$ cat src/rtl/native_dma_master_if.sv
// rtl/native_dma_master_if.sv - PicoRV32 native memory bus bundle
// Purpose: groups the native memory handshake signals shared by an initiator
//          and a responder.
// Ports (signals):
//   mem_valid, mem_instr, mem_addr, mem_wdata, mem_wstrb : initiator -> responder
//   mem_ready, mem_rdata                                 : responder -> initiator
interface native_dma_master_if;
  logic        mem_valid;
  logic        mem_instr;
  logic        mem_ready;
  logic [31:0] mem_addr;
  logic [31:0] mem_wdata;
  logic [3:0]  mem_wstrb;
  logic [31:0] mem_rdata;

  modport master (
    output mem_valid, mem_instr, mem_addr, mem_wdata, mem_wstrb,
    input  mem_ready, mem_rdata
  );

  modport slave (
    input  mem_valid, mem_instr, mem_addr, mem_wdata, mem_wstrb,
    output mem_ready, mem_rdata
  );
endinterface

$ cat src/rtl/native_dma_master.sv
// rtl/native_dma_master.sv - word-copy DMA initiator on the PicoRV32 native bus
// Purpose: copies len_words 32-bit words from src_addr to dst_addr using
//          alternating single-word reads and writes, one idle cycle between
//          transactions, with a per-transaction ready timeout.
// Ports:
//   clk, resetn        : clock, synchronous active-low reset
//   start              : one-cycle request, sampled only when idle
//   src_addr, dst_addr : word-aligned byte addresses
//   len_words          : number of words to copy
//   busy, done, error  : status (done is a one-cycle pulse, error is sticky)
//   words_done         : words fully written in the current/last transfer
//   mem                : native memory bus, initiator side
module native_dma_master #(
  parameter int LEN_W   = 16,
  parameter int TIMEOUT = 256
) (
  input  logic             clk,
  input  logic             resetn,
  input  logic             start,
  input  logic [31:0]      src_addr,
  input  logic [31:0]      dst_addr,
  input  logic [LEN_W-1:0] len_words,
  output logic             busy,
  output logic             done,
  output logic             error,
  output logic [LEN_W-1:0] words_done,
  native_dma_master_if.master mem
);
  localparam int TW = (TIMEOUT > 2) ? $clog2(TIMEOUT) : 1;
  localparam logic [TW-1:0]    TMO_LAST = TW'(TIMEOUT - 1);
  localparam logic [LEN_W-1:0] ONE      = LEN_W'(1);

  typedef enum logic [2:0] {IDLE, RD, RD_GAP, WR, WR_GAP} state_t;

  state_t           state_q, state_d;
  logic [31:0]      src_q, src_d, dst_q, dst_d;
  logic [LEN_W-1:0] len_q, len_d, wd_q, wd_d;
  logic [TW-1:0]    tmo_q, tmo_d;
  logic             busy_q, busy_d, done_q, done_d, err_q, err_d;
  logic             valid_q, valid_d;
  logic [31:0]      addr_q, addr_d, wdata_q, wdata_d;
  logic [3:0]       wstrb_q, wstrb_d;
  logic             hs;

  assign hs = valid_q && mem.mem_ready;

  always_ff @(posedge clk) begin
    if (!resetn) begin
      state_q <= IDLE;
      src_q   <= '0;
      dst_q   <= '0;
      len_q   <= '0;
      wd_q    <= '0;
      tmo_q   <= '0;
      busy_q  <= 1'b0;
      done_q  <= 1'b0;
      err_q   <= 1'b0;
      valid_q <= 1'b0;
      addr_q  <= '0;
      wdata_q <= '0;
      wstrb_q <= '0;
    end else begin
      state_q <= state_d;
      src_q   <= src_d;
      dst_q   <= dst_d;
      len_q   <= len_d;
      wd_q    <= wd_d;
      tmo_q   <= tmo_d;
      busy_q  <= busy_d;
      done_q  <= done_d;
      err_q   <= err_d;
      valid_q <= valid_d;
      addr_q  <= addr_d;
      wdata_q <= wdata_d;
      wstrb_q <= wstrb_d;
    end
  end

  always_comb begin
    state_d = state_q;
    src_d   = src_q;
    dst_d   = dst_q;
    len_d   = len_q;
    wd_d    = wd_q;
    tmo_d   = tmo_q;
    busy_d  = busy_q;
    done_d  = 1'b0;
    err_d   = err_q;
    valid_d = valid_q;
    addr_d  = addr_q;
    wdata_d = wdata_q;
    wstrb_d = wstrb_q;

    unique case (state_q)
      IDLE: begin
        if (start) begin
          if (len_words == '0) begin
            done_d = 1'b1;
            err_d  = 1'b0;
          end else if (src_addr[1:0] != 2'b00 || dst_addr[1:0] != 2'b00) begin
            done_d = 1'b1;
            err_d  = 1'b1;
          end else begin
            src_d   = src_addr;
            dst_d   = dst_addr;
            len_d   = len_words;
            wd_d    = '0;
            err_d   = 1'b0;
            busy_d  = 1'b1;
            tmo_d   = '0;
            valid_d = 1'b1;
            addr_d  = src_addr;
            wstrb_d = 4'b0000;
            state_d = RD;
          end
        end
      end

      RD, WR: begin
        if (hs) begin
          valid_d = 1'b0;
          tmo_d   = '0;
          if (state_q == RD) begin
            wdata_d = mem.mem_rdata;
            src_d   = src_q + 32'd4;
            state_d = RD_GAP;
          end else begin
            dst_d   = dst_q + 32'd4;
            wd_d    = wd_q + ONE;
            wstrb_d = 4'b0000;
            if (wd_q + ONE == len_q) begin
              busy_d  = 1'b0;
              done_d  = 1'b1;
              state_d = IDLE;
            end else begin
              state_d = WR_GAP;
            end
          end
        end else if (tmo_q == TMO_LAST) begin
          // Responder never answered: abandon the transfer, keep progress count.
          valid_d = 1'b0;
          tmo_d   = '0;
          err_d   = 1'b1;
          done_d  = 1'b1;
          busy_d  = 1'b0;
          wstrb_d = 4'b0000;
          state_d = IDLE;
        end else begin
          tmo_d = tmo_q + 1'b1;
        end
      end

      RD_GAP: begin
        valid_d = 1'b1;
        addr_d  = dst_q;
        wstrb_d = 4'b1111;
        state_d = WR;
      end

      WR_GAP: begin
        valid_d = 1'b1;
        addr_d  = src_q;
        wstrb_d = 4'b0000;
        state_d = RD;
      end

      default: state_d = IDLE;
    endcase
  end

  assign busy          = busy_q;
  assign done          = done_q;
  assign error         = err_q;
  assign words_done    = wd_q;
  assign mem.mem_valid = valid_q;
  assign mem.mem_instr = 1'b0;
  assign mem.mem_addr  = addr_q;
  assign mem.mem_wdata = wdata_q;
  assign mem.mem_wstrb = wstrb_q;
endmodule

$ cat src/flat_wrapper.sv
// flat-port wrapper written by rule: the top's interface ports become plain ports
module native_dma_master_flat 
#(
  parameter int LEN_W   = 16,
  parameter int TIMEOUT = 256
)
  (clk, resetn, start, src_addr, dst_addr, len_words, busy, done, error, words_done, mem_mem_valid, mem_mem_instr, mem_mem_addr, mem_mem_wdata, mem_mem_wstrb, mem_mem_ready, mem_mem_rdata);
  native_dma_master_if mem_i ();
  input  logic clk;
  input  logic resetn;
  input  logic start;
  input  logic [31:0] src_addr;
  input  logic [31:0] dst_addr;
  input  logic [LEN_W-1:0] len_words;
  output logic busy;
  output logic done;
  output logic error;
  output logic [LEN_W-1:0] words_done;
  output wire logic [$bits(mem_i.mem_valid)-1:0] mem_mem_valid;
  output wire logic [$bits(mem_i.mem_instr)-1:0] mem_mem_instr;
  output wire logic [$bits(mem_i.mem_addr)-1:0] mem_mem_addr;
  output wire logic [$bits(mem_i.mem_wdata)-1:0] mem_mem_wdata;
  output wire logic [$bits(mem_i.mem_wstrb)-1:0] mem_mem_wstrb;
  input wire logic [$bits(mem_i.mem_ready)-1:0] mem_mem_ready;
  input wire logic [$bits(mem_i.mem_rdata)-1:0] mem_mem_rdata;
  assign mem_mem_valid = mem_i.mem_valid;
  assign mem_mem_instr = mem_i.mem_instr;
  assign mem_mem_addr = mem_i.mem_addr;
  assign mem_mem_wdata = mem_i.mem_wdata;
  assign mem_mem_wstrb = mem_i.mem_wstrb;
  assign mem_i.mem_ready = mem_mem_ready;
  assign mem_i.mem_rdata = mem_mem_rdata;
  native_dma_master #(.LEN_W(LEN_W), .TIMEOUT(TIMEOUT)) u_core (.clk(clk), .resetn(resetn), .start(start), .src_addr(src_addr), .dst_addr(dst_addr), .len_words(len_words), .busy(busy), .done(done), .error(error), .words_done(words_done), .mem(mem_i));
endmodule
$ cat config.mk
export PLATFORM = sky130hd
export DESIGN_NAME = native_dma_master_flat
export DESIGN_NICKNAME = d
export VERILOG_FILES = /design/src/rtl/native_dma_master_if.sv /design/src/rtl/native_dma_master.sv /design/src/flat_wrapper.sv
export SDC_FILE = /design/constraint.sdc
export NUM_CORES = 1
export LEC_CHECK = 0
export ABC_AREA = 1
export CAP_MARGIN = 5
export CORE_UTILIZATION = 53
export CTS_BUF_LIST = sky130_fd_sc_hd__clkbuf_4
export DETAILED_ROUTE_END_ITERATION = 7
export GPL_ROUTABILITY_DRIVEN = 0
export PLACE_DENSITY = 0.89
export SETUP_SLACK_MARGIN = 0.02
export SLEW_MARGIN = 30
export SYNTH_ARGS = -nofsm -noshare
export SYNTH_HDL_FRONTEND = slang
export SYNTH_SLANG_ARGS = --single-unit
$ cat constraint.sdc
create_clock -name clk -period 2.65 [get_ports clk]
set_clock_uncertainty 0.05 [all_clocks]
set_input_delay 0.53 -clock clk [delete_from_list [all_inputs] [get_ports clk]]
set_output_delay 0.53 -clock clk [all_outputs]
set_load 0.01 [all_outputs]
==> run_results.csv <==
group,metric,value,unit
detailed_routing,route.vias.total,10800,
clock_network,cts_buffer_depth,2,
floorplan,chipHeight,137,microns
detailed_routing,wl_met2,13600,microns
clock_network,clkTransAtPathRegs,0.14,ns
cells_and_area,layout.nets,1762,
global_routing,grt-ovfl-total,0,
detailed_routing,wl_per_cell,15.8,microns
floorplan,fp.coreArea,18000,sq um
synthesis,async_reset_ff_share,0,%
pwr,power_density,726,nW/um^2
timing,period_share,92.0,%
timing,max_freq,0.410,GHz
setup_path,cp.required,3.11,ns
clock_network,cts_buffers,17,
synthesis,synth_nets,1594,
clock_network,htree_levels,4,
synthesis,yosysMostFrequentCell,"nand2_1",
floorplan,start_util,54.0,%
detailed_routing,m1WireLength,12200,microns
setup_path,startpoint,"u_core.src_q[3]",
timing,setup_violations,0,
synthesis,ys_seq_area_share,36.3,%
synthesis,syn_avg_cell_area,6.58,sq um
synthesis,yosys-top-cells-area,"dfxtp_1, nand2_1, a21oi_1",
min_path,min_path_type,"in2reg",
global_routing,track_usage,32.3,%
synthesis,yosysTopAreaCellShare,36.3,%
detailed_routing,ant_nets,0,
pwr,leakagePower,4.51,nW
timing,hold_viol,0,
floorplan,die_x,137,microns
floorplan,ios,205,
synthesis,synth_cells,1474,
clock_network,cts.sinks,176,
cells_and_area,syn_to_final_growth,26.7,%
pwr,ir_worst_vdd,0.418,mV
setup_path,cp-start-kind,"flip-flop",
timing,maxSlewHeadroom,45.5,%
setup_path,timing.rr.start,"u_core.src_q[3]",
timing,rsz0062_at_grt,"false",
synthesis,netlist_area,9690,sq um
placement,hpwl,21300,microns
synthesis,yosys.cell_types.count,43,
clock_network,cts_setup_buffers,0,
setup_path,crit_fanout,5,
timing,whs,0.392,ns
cells_and_area,drive_gt1_share,6.41,%
synthesis,yosysTopAreaCell,"dfxtp_1",
global_routing,antenna_found_initial,1,
clock_network,ctsHoldBuffers,0,
global_routing,grt_pass1_wl,47900,microns
clock_network,cts_tree,"yes",
placement,port_buffers,203,
clock_network,clockRootBuffer,"clkbuf_4",
detailed_routing,drtIter0Drc,1377,
detailed_routing,routed_via_density,5.75,
timing,maxSlewViolCount,0,
job,maxCapViolCount,0,
synthesis,synth_edf_count,0,
floorplan,die_area,18800,sq um
detailed_routing,firstDrtPassIters,6,
timing,min_period,2.44,ns
synthesis,ys_warn_count,0,
clock_network,clock_latency,0.61,ns
detailed_routing,drc,0,
status,status,"finished, final reports clean",
setup_path,reg2reg_slack,0.21,ns
timing,tightest_slew,0.818,ns
detailed_routing,top_layer,"met4",
detailed_routing,routed-wl-met3,2880,microns
setup_path,critPathCaptureType,"flip-flop",
floorplan,rows,49,
placement,place_ws,-0.00935,ns
detailed_routing,wl,29800,microns
synthesis,ys.flop_type,"dfxtp_1",
synthesis,ys_seq_elements,176,
global_routing,grt_pass1_vias,10100,
timing,setup_ws,0.213,ns
global_routing,grt_max_degree,83,
setup_path,path_class,"reg2reg",
setup_path,cp_data_arrival_time,2.90,ns
clock_network,postCtsResizedCells,0,
min_path,min-delay-start,"resetn",
synthesis,yosys-top-cells-count,"nand2_1, dfxtp_1, nor2_1",
==> final timing paths <==
| check | end | cells after the start |
|---|---|---|
| min | u_core.dst_q[20] | 4 |
| max | u_core.src_q[28] | 10 |
| min reg2reg | u_core.dst_q[1] | 2 |
| max reg2reg | u_core.src_q[28] | 10 |
==> power breakdown <==
group | leakage [nW] | switching, mW | total [mW] | internal, mW
registers | 1.43 | 0.488 | 3.63 | 3.14
clock network | 0.158 | 0.969 | 1.72 | 0.756
logic | 2.92 | 2.16 | 3.57 | 1.41
==> layer usage <==
layer | vias up | track usage, %
li1 | 5243 | -
met1 | 4925 | 41.1
met2 | 575 | 51.3
met3 | 98 | 7.84
met4 | 0 | 15.5
met5 | - | 0
==> area by class of cell <==
cell class	count	area, sq um
Tap cell	229	287
Clock buffer	18	135
Timing Repair Buffer	232	2360
Antenna cell	1	2.50
Fill cell	1480	5680
Sequential cell	176	3520
Clock inverter	13	189
Multi-Input combinational cell	1071	5250
Inverter	144	541
==> cell usage in the layout, fill, tap and decap left out, types with 5 or more instances in the layout <==
master           instances
nand2_1                314
clkdlybuf4s50_1        202
dfxtp_1                176
nor2_1                 167
a21oi_1                140
inv_1                  137
o21ai_0                131
nand3_1                111
nor3_1                  29
o211ai_1                28
nand4_1                 22
buf_4                   20
xor2_1                  19
clkbuf_4                18
o22ai_1                 15
a31oi_1                 13
o221ai_1                13
nor2_2                  11
nor2_4                  10
buf_12                   9
inv_2                    7
nand2_2                  5
a211oi_1                 5
==> cell families after synthesis <==
kind of cell	after synthesis	synth area share, %
simple gates	691	31.5
compound gates	355	20.3
other cells	1	0.0387
buf+inv	227	9.54
xor+xnor	20	1.81
fa+ha+maj	4	0.516
flops	176	36.3
==> state kept, by name, summed over array words and instances, names as in the netlist <==
signal,cells
u_core.mem.mem_wdata,32
u_core.busy,1
u_core.error,1
u_core.mem.mem_wstrb,1
u_core.state_q,3
u_core.mem.mem_valid,1
u_core.tmo_q,8
u_core.words_done,16
u_core.src_q,32
u_core.len_q,16
u_core.mem.mem_addr,32
u_core.dst_q,32
u_core.done,1
==> worst max-delay path, cell delays in order, from the launching register on <==
cell and delay, ns:
dfxtp_1 0.42, ha_1 0.21, nand2_1 0.08, nor2_2 0.21, nand3_2 0.15, nor2_2 0.24
nor4b_1 0.52, or2_2 0.22, nand3_1 0.06, nand2_1 0.11, a21oi_1 0.06
==> stage by stage <==
step           instance area [sq um]  instances  utilization, %  setup TNS [ns]  total power [mW]
6_report                       12300       1884            68.4               0              8.92
5_1_grt                        12300       1884            68.4               0              9.43
3_5_place_dp                   12000       1852            66.5         -0.0142              7.14
4_1_cts                        12300       1883            68.3               0              8.85
3_3_place_gp                   12000       1852            66.5               0              7.05
2_1_floorplan                   9690       1474               -               0              5.80
Power figures use the tool's default switching activity.
